File: src/rtl/irq_pin_ctrl_if.sv
// ----------------------------------------------------------------------------
// irq_pin_ctrl_if
//   CPLD CSR bus as seen by one peripheral. The bus master (CSR decoder or
//   testbench) drives the address, write data and the one-clock write strobe.
//   The peripheral returns read data combinationally from the address. It
//   returns 8'h00 for addresses it does not own, so several peripherals can
//   be OR-combined onto one bus.
//
//   csr_a   [4:0]  CSR address           master -> slave
//   csr_di  [7:0]  CSR write data        master -> slave
//   csr_we         write strobe, 1 clk   master -> slave
//   csr_do  [7:0]  CSR read data         slave  -> master
// ----------------------------------------------------------------------------
`timescale 1ns/1ps

interface irq_pin_ctrl_if;
  logic [4:0] csr_a;
  logic [7:0] csr_di;
  logic       csr_we;
  logic [7:0] csr_do;

  modport master (
    output csr_a,
    output csr_di,
    output csr_we,
    input  csr_do
  );

  modport slave (
    input  csr_a,
    input  csr_di,
    input  csr_we,
    output csr_do
  );
endinterface

File: src/rtl/irq_pin_ctrl.sv
// ----------------------------------------------------------------------------
// irq_pin_ctrl
//   Owns the shared CFG_RCW_SRC2 / CPLD_INTERRUPT pad. After reset the pad
//   drives the strap level. It keeps driving the strap for HOLD_CYCLES clocks
//   after reset is released, then becomes the aggregated interrupt output
//   for up to 8 sources. Those sources sit behind three CSRs:
//     BASE_ADDR+0  IE    RW    per-source enable (gates the pad only)
//     BASE_ADDR+1  IP    R/W1C pending, latched regardless of IE or phase
//     BASE_ADDR+2  MODE  RW    1 = rising-edge latched, 0 = level
//   The top level drives the pad as: pin_oe ? pin_out : 1'bz.
//
// Ports
//   clk             system clock
//   rst             synchronous reset, active-high
//   csr             CSR bus (slave side of irq_pin_ctrl_if)
//   irq_in          interrupt sources, active-high, synchronous to clk
//   force_recovery  1: the pad is never driven, so the external strap wins
//   pin_oe          pad output enable (combinational from force_recovery)
//   pin_out         pad output value (registered)
// ----------------------------------------------------------------------------
`timescale 1ns/1ps

module irq_pin_ctrl #(
  parameter logic [4:0] BASE_ADDR   = 5'h1c,
  parameter int         NUM_IRQS    = 8,
  parameter logic       STRAP_VAL   = 1'b0,
  parameter int         HOLD_CYCLES = 16,
  parameter logic       IRQ_ACT_LOW = 1'b1
) (
  input  logic                clk,
  input  logic                rst,
  irq_pin_ctrl_if.slave       csr,
  input  logic [NUM_IRQS-1:0] irq_in,
  input  logic                force_recovery,
  output logic                pin_oe,
  output logic                pin_out
);

  typedef enum logic [1:0] {
    ST_STRAP = 2'd0,  // in or just out of reset, driving the strap
    ST_HOLD  = 2'd1,  // strap held for the remaining HOLD_CYCLES-1 clocks
    ST_IRQ   = 2'd2   // pad is the interrupt output until the next reset
  } state_t;

  // Register bits at or above NUM_IRQS do not exist. They read 0 and ignore
  // writes.
  localparam logic [7:0] IRQ_MASK  = 8'((9'd1 << NUM_IRQS) - 9'd1);
  localparam logic [7:0] HOLD_LOAD = (HOLD_CYCLES == 0) ? 8'd0 : 8'(HOLD_CYCLES - 1);

  localparam logic [4:0] ADDR_IE   = BASE_ADDR;
  localparam logic [4:0] ADDR_IP   = BASE_ADDR + 5'd1;
  localparam logic [4:0] ADDR_MODE = BASE_ADDR + 5'd2;

  state_t     state_q, state_d;
  logic [7:0] hold_cnt_q, hold_cnt_d;

  logic [7:0] ie_q;
  logic [7:0] ip_q;
  logic [7:0] mode_q;
  logic [7:0] prev_irq_q;

  logic [7:0] irq_ext;
  logic [7:0] ip_set;
  logic [7:0] ip_clr;
  logic [7:0] ip_d;
  logic       wr_ie;
  logic       wr_ip;
  logic       wr_mode;
  logic       irq_act;

  // --------------------------------------------------------------------------
  // Source conditioning
  // --------------------------------------------------------------------------
  // Widen the sources to the 8-bit register width. Missing sources read 0.
  // NOTE: every signal assigned in always_comb gets a default first. Without
  // the default, any path that skips an assignment infers a latch.
  always_comb begin
    irq_ext                 = 8'h00;
    irq_ext[NUM_IRQS-1:0]   = irq_in;
  end

  // --------------------------------------------------------------------------
  // CSR write decode
  // --------------------------------------------------------------------------
  assign wr_ie   = csr.csr_we && (csr.csr_a == ADDR_IE);
  assign wr_ip   = csr.csr_we && (csr.csr_a == ADDR_IP);
  assign wr_mode = csr.csr_we && (csr.csr_a == ADDR_MODE);

  // --------------------------------------------------------------------------
  // Pending logic
  // --------------------------------------------------------------------------
  // A level source sets its bit whenever it is high. An edge source sets its
  // bit only on a 0->1 transition.
  assign ip_set = irq_ext & (~mode_q | ~prev_irq_q);
  assign ip_clr = wr_ip ? csr.csr_di : 8'h00;

  // The set term is ORed in after the clear is applied. If a source fires in
  // the same clock as a W1C of its bit, the set wins. A level source that is
  // still high after a W1C therefore reads 1 again.
  assign ip_d = ((ip_q & ~ip_clr) | ip_set) & IRQ_MASK;

  // --------------------------------------------------------------------------
  // CSR registers
  // --------------------------------------------------------------------------
  // NOTE: state registers use non-blocking assignments. Every flop then
  // samples values from before the edge, whatever the order of the blocks.
  always_ff @(posedge clk) begin
    if (rst) begin
      ie_q       <= 8'h00;
      ip_q       <= 8'h00;
      mode_q     <= 8'h00;
      prev_irq_q <= 8'h00;
    end else begin
      if (wr_ie) begin
        ie_q <= csr.csr_di & IRQ_MASK;
      end
      if (wr_mode) begin
        mode_q <= csr.csr_di & IRQ_MASK;
      end
      ip_q       <= ip_d;
      // Sources are tracked in every phase, so an edge that arrives during
      // STRAP/HOLD is still recognised.
      prev_irq_q <= irq_ext;
    end
  end

  // --------------------------------------------------------------------------
  // Pad sequencing FSM
  // --------------------------------------------------------------------------
  always_ff @(posedge clk) begin
    if (rst) begin
      state_q    <= ST_STRAP;
      hold_cnt_q <= 8'd0;
    end else begin
      state_q    <= state_d;
      hold_cnt_q <= hold_cnt_d;
    end
  end

  always_comb begin
    state_d    = state_q;
    hold_cnt_d = hold_cnt_q;
    case (state_q)
      ST_STRAP: begin
        if (HOLD_CYCLES == 0) begin
          state_d = ST_IRQ;
        end else begin
          state_d    = ST_HOLD;
          hold_cnt_d = HOLD_LOAD;
        end
      end
      ST_HOLD: begin
        if (hold_cnt_q == 8'd0) begin
          state_d = ST_IRQ;
        end else begin
          hold_cnt_d = hold_cnt_q - 8'd1;
        end
      end
      ST_IRQ: begin
        state_d = ST_IRQ;
      end
      default: begin
        state_d    = ST_STRAP;
        hold_cnt_d = 8'd0;
      end
    endcase
  end

  // --------------------------------------------------------------------------
  // Pad drive
  // --------------------------------------------------------------------------
  assign irq_act = |(ip_q & ie_q);

  // pin_out is loaded from the upcoming state. The strap therefore occupies
  // exactly HOLD_CYCLES clocks after reset release: the STRAP->HOLD edge plus
  // HOLD_CYCLES-1 clocks in HOLD. IP/IE changes reach the pad one clock
  // after the registers update.
  always_ff @(posedge clk) begin
    if (rst) begin
      pin_out <= STRAP_VAL;
    end else if (state_d == ST_IRQ) begin
      pin_out <= irq_act ^ IRQ_ACT_LOW;
    end else begin
      pin_out <= STRAP_VAL;
    end
  end

  // Recovery mode only releases the pad. The FSM and the CSRs keep running,
  // so the pad resumes its correct value as soon as recovery is dropped.
  assign pin_oe = !force_recovery;

  // --------------------------------------------------------------------------
  // CSR read mux
  // --------------------------------------------------------------------------
  always_comb begin
    csr.csr_do = 8'h00;
    case (csr.csr_a)
      ADDR_IE:   csr.csr_do = ie_q;
      ADDR_IP:   csr.csr_do = ip_q;
      ADDR_MODE: csr.csr_do = mode_q;
      default:   csr.csr_do = 8'h00;
    endcase
  end

endmodule

File: src/flat_wrapper.sv
// flat-port wrapper written by rule: the top's interface ports become plain ports
module irq_pin_ctrl_flat 
#(
  parameter logic [4:0] BASE_ADDR   = 5'h1c,
  parameter int         NUM_IRQS    = 8,
  parameter logic       STRAP_VAL   = 1'b0,
  parameter int         HOLD_CYCLES = 16,
  parameter logic       IRQ_ACT_LOW = 1'b1
)
  (clk, rst, irq_in, force_recovery, pin_oe, pin_out, csr_csr_a, csr_csr_di, csr_csr_we, csr_csr_do);
  irq_pin_ctrl_if csr_i ();
  input  logic clk;
  input  logic rst;
  input  logic [NUM_IRQS-1:0] irq_in;
  input  logic force_recovery;
  output logic pin_oe;
  output logic pin_out;
  input wire logic [$bits(csr_i.csr_a)-1:0] csr_csr_a;
  input wire logic [$bits(csr_i.csr_di)-1:0] csr_csr_di;
  input wire logic [$bits(csr_i.csr_we)-1:0] csr_csr_we;
  output wire logic [$bits(csr_i.csr_do)-1:0] csr_csr_do;
  assign csr_i.csr_a = csr_csr_a;
  assign csr_i.csr_di = csr_csr_di;
  assign csr_i.csr_we = csr_csr_we;
  assign csr_csr_do = csr_i.csr_do;
  irq_pin_ctrl #(.BASE_ADDR(BASE_ADDR), .NUM_IRQS(NUM_IRQS), .STRAP_VAL(STRAP_VAL), .HOLD_CYCLES(HOLD_CYCLES), .IRQ_ACT_LOW(IRQ_ACT_LOW)) u_core (.clk(clk), .rst(rst), .csr(csr_i), .irq_in(irq_in), .force_recovery(force_recovery), .pin_oe(pin_oe), .pin_out(pin_out));
endmodule
File: config.mk
export PLATFORM = sky130hd
export DESIGN_NAME = irq_pin_ctrl_flat
export DESIGN_NICKNAME = d
export VERILOG_FILES = /design/src/rtl/irq_pin_ctrl_if.sv /design/src/rtl/irq_pin_ctrl.sv /design/src/flat_wrapper.sv
export SDC_FILE = /design/constraint.sdc
export NUM_CORES = 1
export LEC_CHECK = 0
export ABC_AREA = 1
export CAP_MARGIN = 10
export CORE_AREA = 2 2 75 77
export CTS_BUF_LIST = sky130_fd_sc_hd__clkbuf_2 sky130_fd_sc_hd__clkbuf_4 sky130_fd_sc_hd__clkbuf_8
export CTS_CLUSTER_SIZE = 16
export DETAILED_ROUTE_END_ITERATION = 16
export DIE_AREA = 0 0 77 79
export GPL_ROUTABILITY_DRIVEN = 0
export MAX_ROUTING_LAYER = met4
export PLACE_DENSITY_LB_ADDON = 0.25
export SYNTH_ARGS = -nofsm -noshare
export SYNTH_HDL_FRONTEND = slang
export SYNTH_SLANG_ARGS = --single-unit
File: constraint.sdc
create_clock -name clk -period 1.7 [get_ports clk]
set_clock_uncertainty 0.15 [all_clocks]
set_input_delay 0.34 -clock clk [delete_from_list [all_inputs] [get_ports clk]]
set_output_delay 0.34 -clock clk [all_outputs]
set_load 0.02 [all_outputs]
==> metrics.yaml <==
syn_to_final_growth_pct: 40.4
vias: 1952
ys_types: 24
drv_cap: 0
power_frac_comb_pct: 28.4
synthSimpleGateAreaFrac_pct: 34.2
place_inst: 408
synth.area.mux_share_pct: 0
hold_viol: 0
finalWirelength_mm: 4.67
ys_top_cells_by_area: "dfxtp_1, nand2_1, inv_1"
synth_edf_count: 0
io_pins: 35
cts_tree: "built"
clock-sinks: 43
die_y_um: 79
hpwl_mm: 3.35
setup.reg_to_reg.worst_slack_ns: 0.22
wl_per_cell_um: 11.1
grt_pass1_vias: 1920
maxSlewViolCount: 0
start_kind: "input port"
ir_drop_mv: 0.588
n_antenna_cell: 0
p_total_w: 0.00257
drive_gt1_share_pct: 21.1
period_share_pct: 98.3
min_period_ns: 1.67
synth_compound_area_share_pct: 11.9
placed_area_mm2: 0.00259
netlist_top_cells_count: "nand2_1, dfxtp_1, inv_1"
dr.pass1.iters: 4
p_int_w: 0.00175
cts_root_buf: "clkbuf_8"
dieArea_mm2: 0.00608
drc: 0
max_slew_margin_pct: 68.3
io_buffers: 34
status: "finished, final reports clean"
fmax_mhz: 598
grt_max_degree: 17
whs_endpoint: "u_core.hold_cnt_q[1]"
synth-async-reset-ratio_pct: 0
swShare_pct: 32.1
fp-row-count: 27
yosysTopAreaCell: "dfxtp_1"
critPathMaxFanout: 8
power_density_mw_per_mm2: 913
grt_pass1_wl_mm: 8.30
synth_warnings: 0
htreeDepth: 2
rsz0062_at_grt: "yes"
viasPerCell: 4.63
setup-violations-final: 0
post-synth-top-count-cell: "nand2_1"
reg2reg_depth: 9
ys_ff_latch: 43
start_util_pct: 37.6
synthFlopType: "dfxtp_1"
critPathKind: "in -> out"
seq_area_frac_synth_pct: 42.9
core-area_mm2: 0.00534
fin_cells: 422
postRouteAntennaNets: 0
postSynthCellCount: 284
final_nets: 376
synth_xor_area_share_pct: 0
crit_arrival_ns: 1.18
clock_latency_ns: 0.29
power_switching_w: 0.000825
hold_depth: 2
reg2reg_from: "u_core.hold_cnt_q[0]"
path_clk_slew_ns: 0.08
first_iter_violations: 59
min-delay-path-class: "reg -> reg"
p_leak_nw: 1.26
grt-ovfl-total: 0
hold_path_startpoint: "u_core.hold_cnt_q[1]"
syn_area_per_cell_um2: 7.07
clock_power_share_pct: 25.3
synth_top_area_share_pct: 42.9
syn-num-nets: 311
die_w_um: 77
syn_area_mm2: 0.00201
synth_top_family_by_area: "simple AND/OR/NAND/NOR gates"
timing.critical_path.from: "csr_csr_a[0]"
numCtsBuffers: 5
synth-adder-area-share_pct: 1.25
track_usage_pct: 17.5
r2r-end: "u_core.hold_cnt_q[7]"
antenna_found_initial: 0
worstMarginPinSlew_ns: 0.474
end_kind: "primary output"
finalInstanceArea_mm2: 0.00282
critPathRequiredTime_ns: 1.21
power_frac_seq_pct: 46.3
cts_buffer_depth: 2
area by class of cell:
cell class	instances	area, um^2
multi-input cells	194	1020
flip-flops and latches	43	861
repair buffers	64	606
inverters	41	154
clock buffers	7	83.8
clock inverters	1	5.00
fillers	559	2520
well taps	72	90.1
routing by layer:
metal	share of wire (%)	GRT usage (%)	vias up
met3	3.4	3.07	8
met2	52	31.8	38
li1	-	-	1040
met1	43	19.3	866
met5	0	-	-
met4	1.1	6.79	0
how the worst max path moves through the flow:
| stage | end | slack, ns | cells past startpoint |
|---|---|---|---|
| 2_1_floorplan | csr_csr_do[2] | 0.009 | 4 |
| 3_3_place_gp | csr_csr_do[2] | -0.91 | 6 |
| 3_5_place_dp | csr_csr_do[2] | -0.94 | 6 |
| 4_1_cts | csr_csr_do[5] | -0.02 | 6 |
| 5_1_grt | csr_csr_do[3] | -0.04 | 6 |
| 6_report | csr_csr_do[4] | 0.03 | 8 |
placed cells by master (no fill, tap or decap), drive strengths merged, types with 2 or more instances in the layout:
cell type,n
ha,2
o211ai,4
inv,41
o221ai,4
a21oi,20
nand4,5
nor2,26
o21ai,10
dfxtp,43
nand2,90
clkdlybuf4s50,19
buf,42
nand3,29
o22ai,2
clkbuf,7
metrics by stage:
step	utilization (%)	setup slack (ns)	hold WS [ns]	setup TNS, ns
3_5_place_dp	48.6	-0.938	0.290	-13.95
5_1_grt	52.8	-0.0394	0.341	-0.169
6_report	52.8	0.0282	0.305	0
2_1_floorplan	-	0.00931	0.276	0
3_3_place_gp	48.6	-0.910	0.289	-13.71
4_1_cts	51.5	-0.0152	0.305	-0.0212
power by group through the flow:
stage | logic [W] | registers (W) | clock network, W
after CTS | 0.000726 | 0.00119 | 0.000673
after detailed placement | 0.000712 | 0.00121 | 0
after global routing | 0.000848 | 0.00121 | 0.000715
final | 0.000730 | 0.00119 | 0.000651
after global placement | 0.000707 | 0.00121 | 0
after floorplan | 0.000490 | 0.00120 | 0
worst max-delay path, stage by stage:
cell	delay (ns)
buf_2	0.11
inv_2	0.07
nand3_2	0.08
nor2_4	0.12
buf_12	0.14
nand2_1	0.06
o211ai_1	0.09
buf_4	0.17
state kept, by name (all words and copies together), names as in the netlist:
name / cells
u_core.mode_q: 8
u_core.ip_q: 8
u_core.pin_out: 1
u_core.state_q: 2
u_core.ie_q: 8
u_core.hold_cnt_q: 8
u_core.prev_irq_q: 8
kinds of logic after synthesis:
kind of cell	after synthesis
AOI/OAI and AO/OA	40
and+or+nand+nor	152
adders and majority gates	2
DFF	43
buffers and inverters	47
repair_timing:
| action | CTS | global route |
|---|---|---|
| pin swaps | 7 | 6 |
| buffers inserted | 3 | 2 |
| cloned | 1 | 0 |
| resized for setup | 74 | 13 |
| hold buffers | 0 | 0 |
| endpoints found under the setup margin | 19 | 9 |
Power figures use the tool's default switching activity.
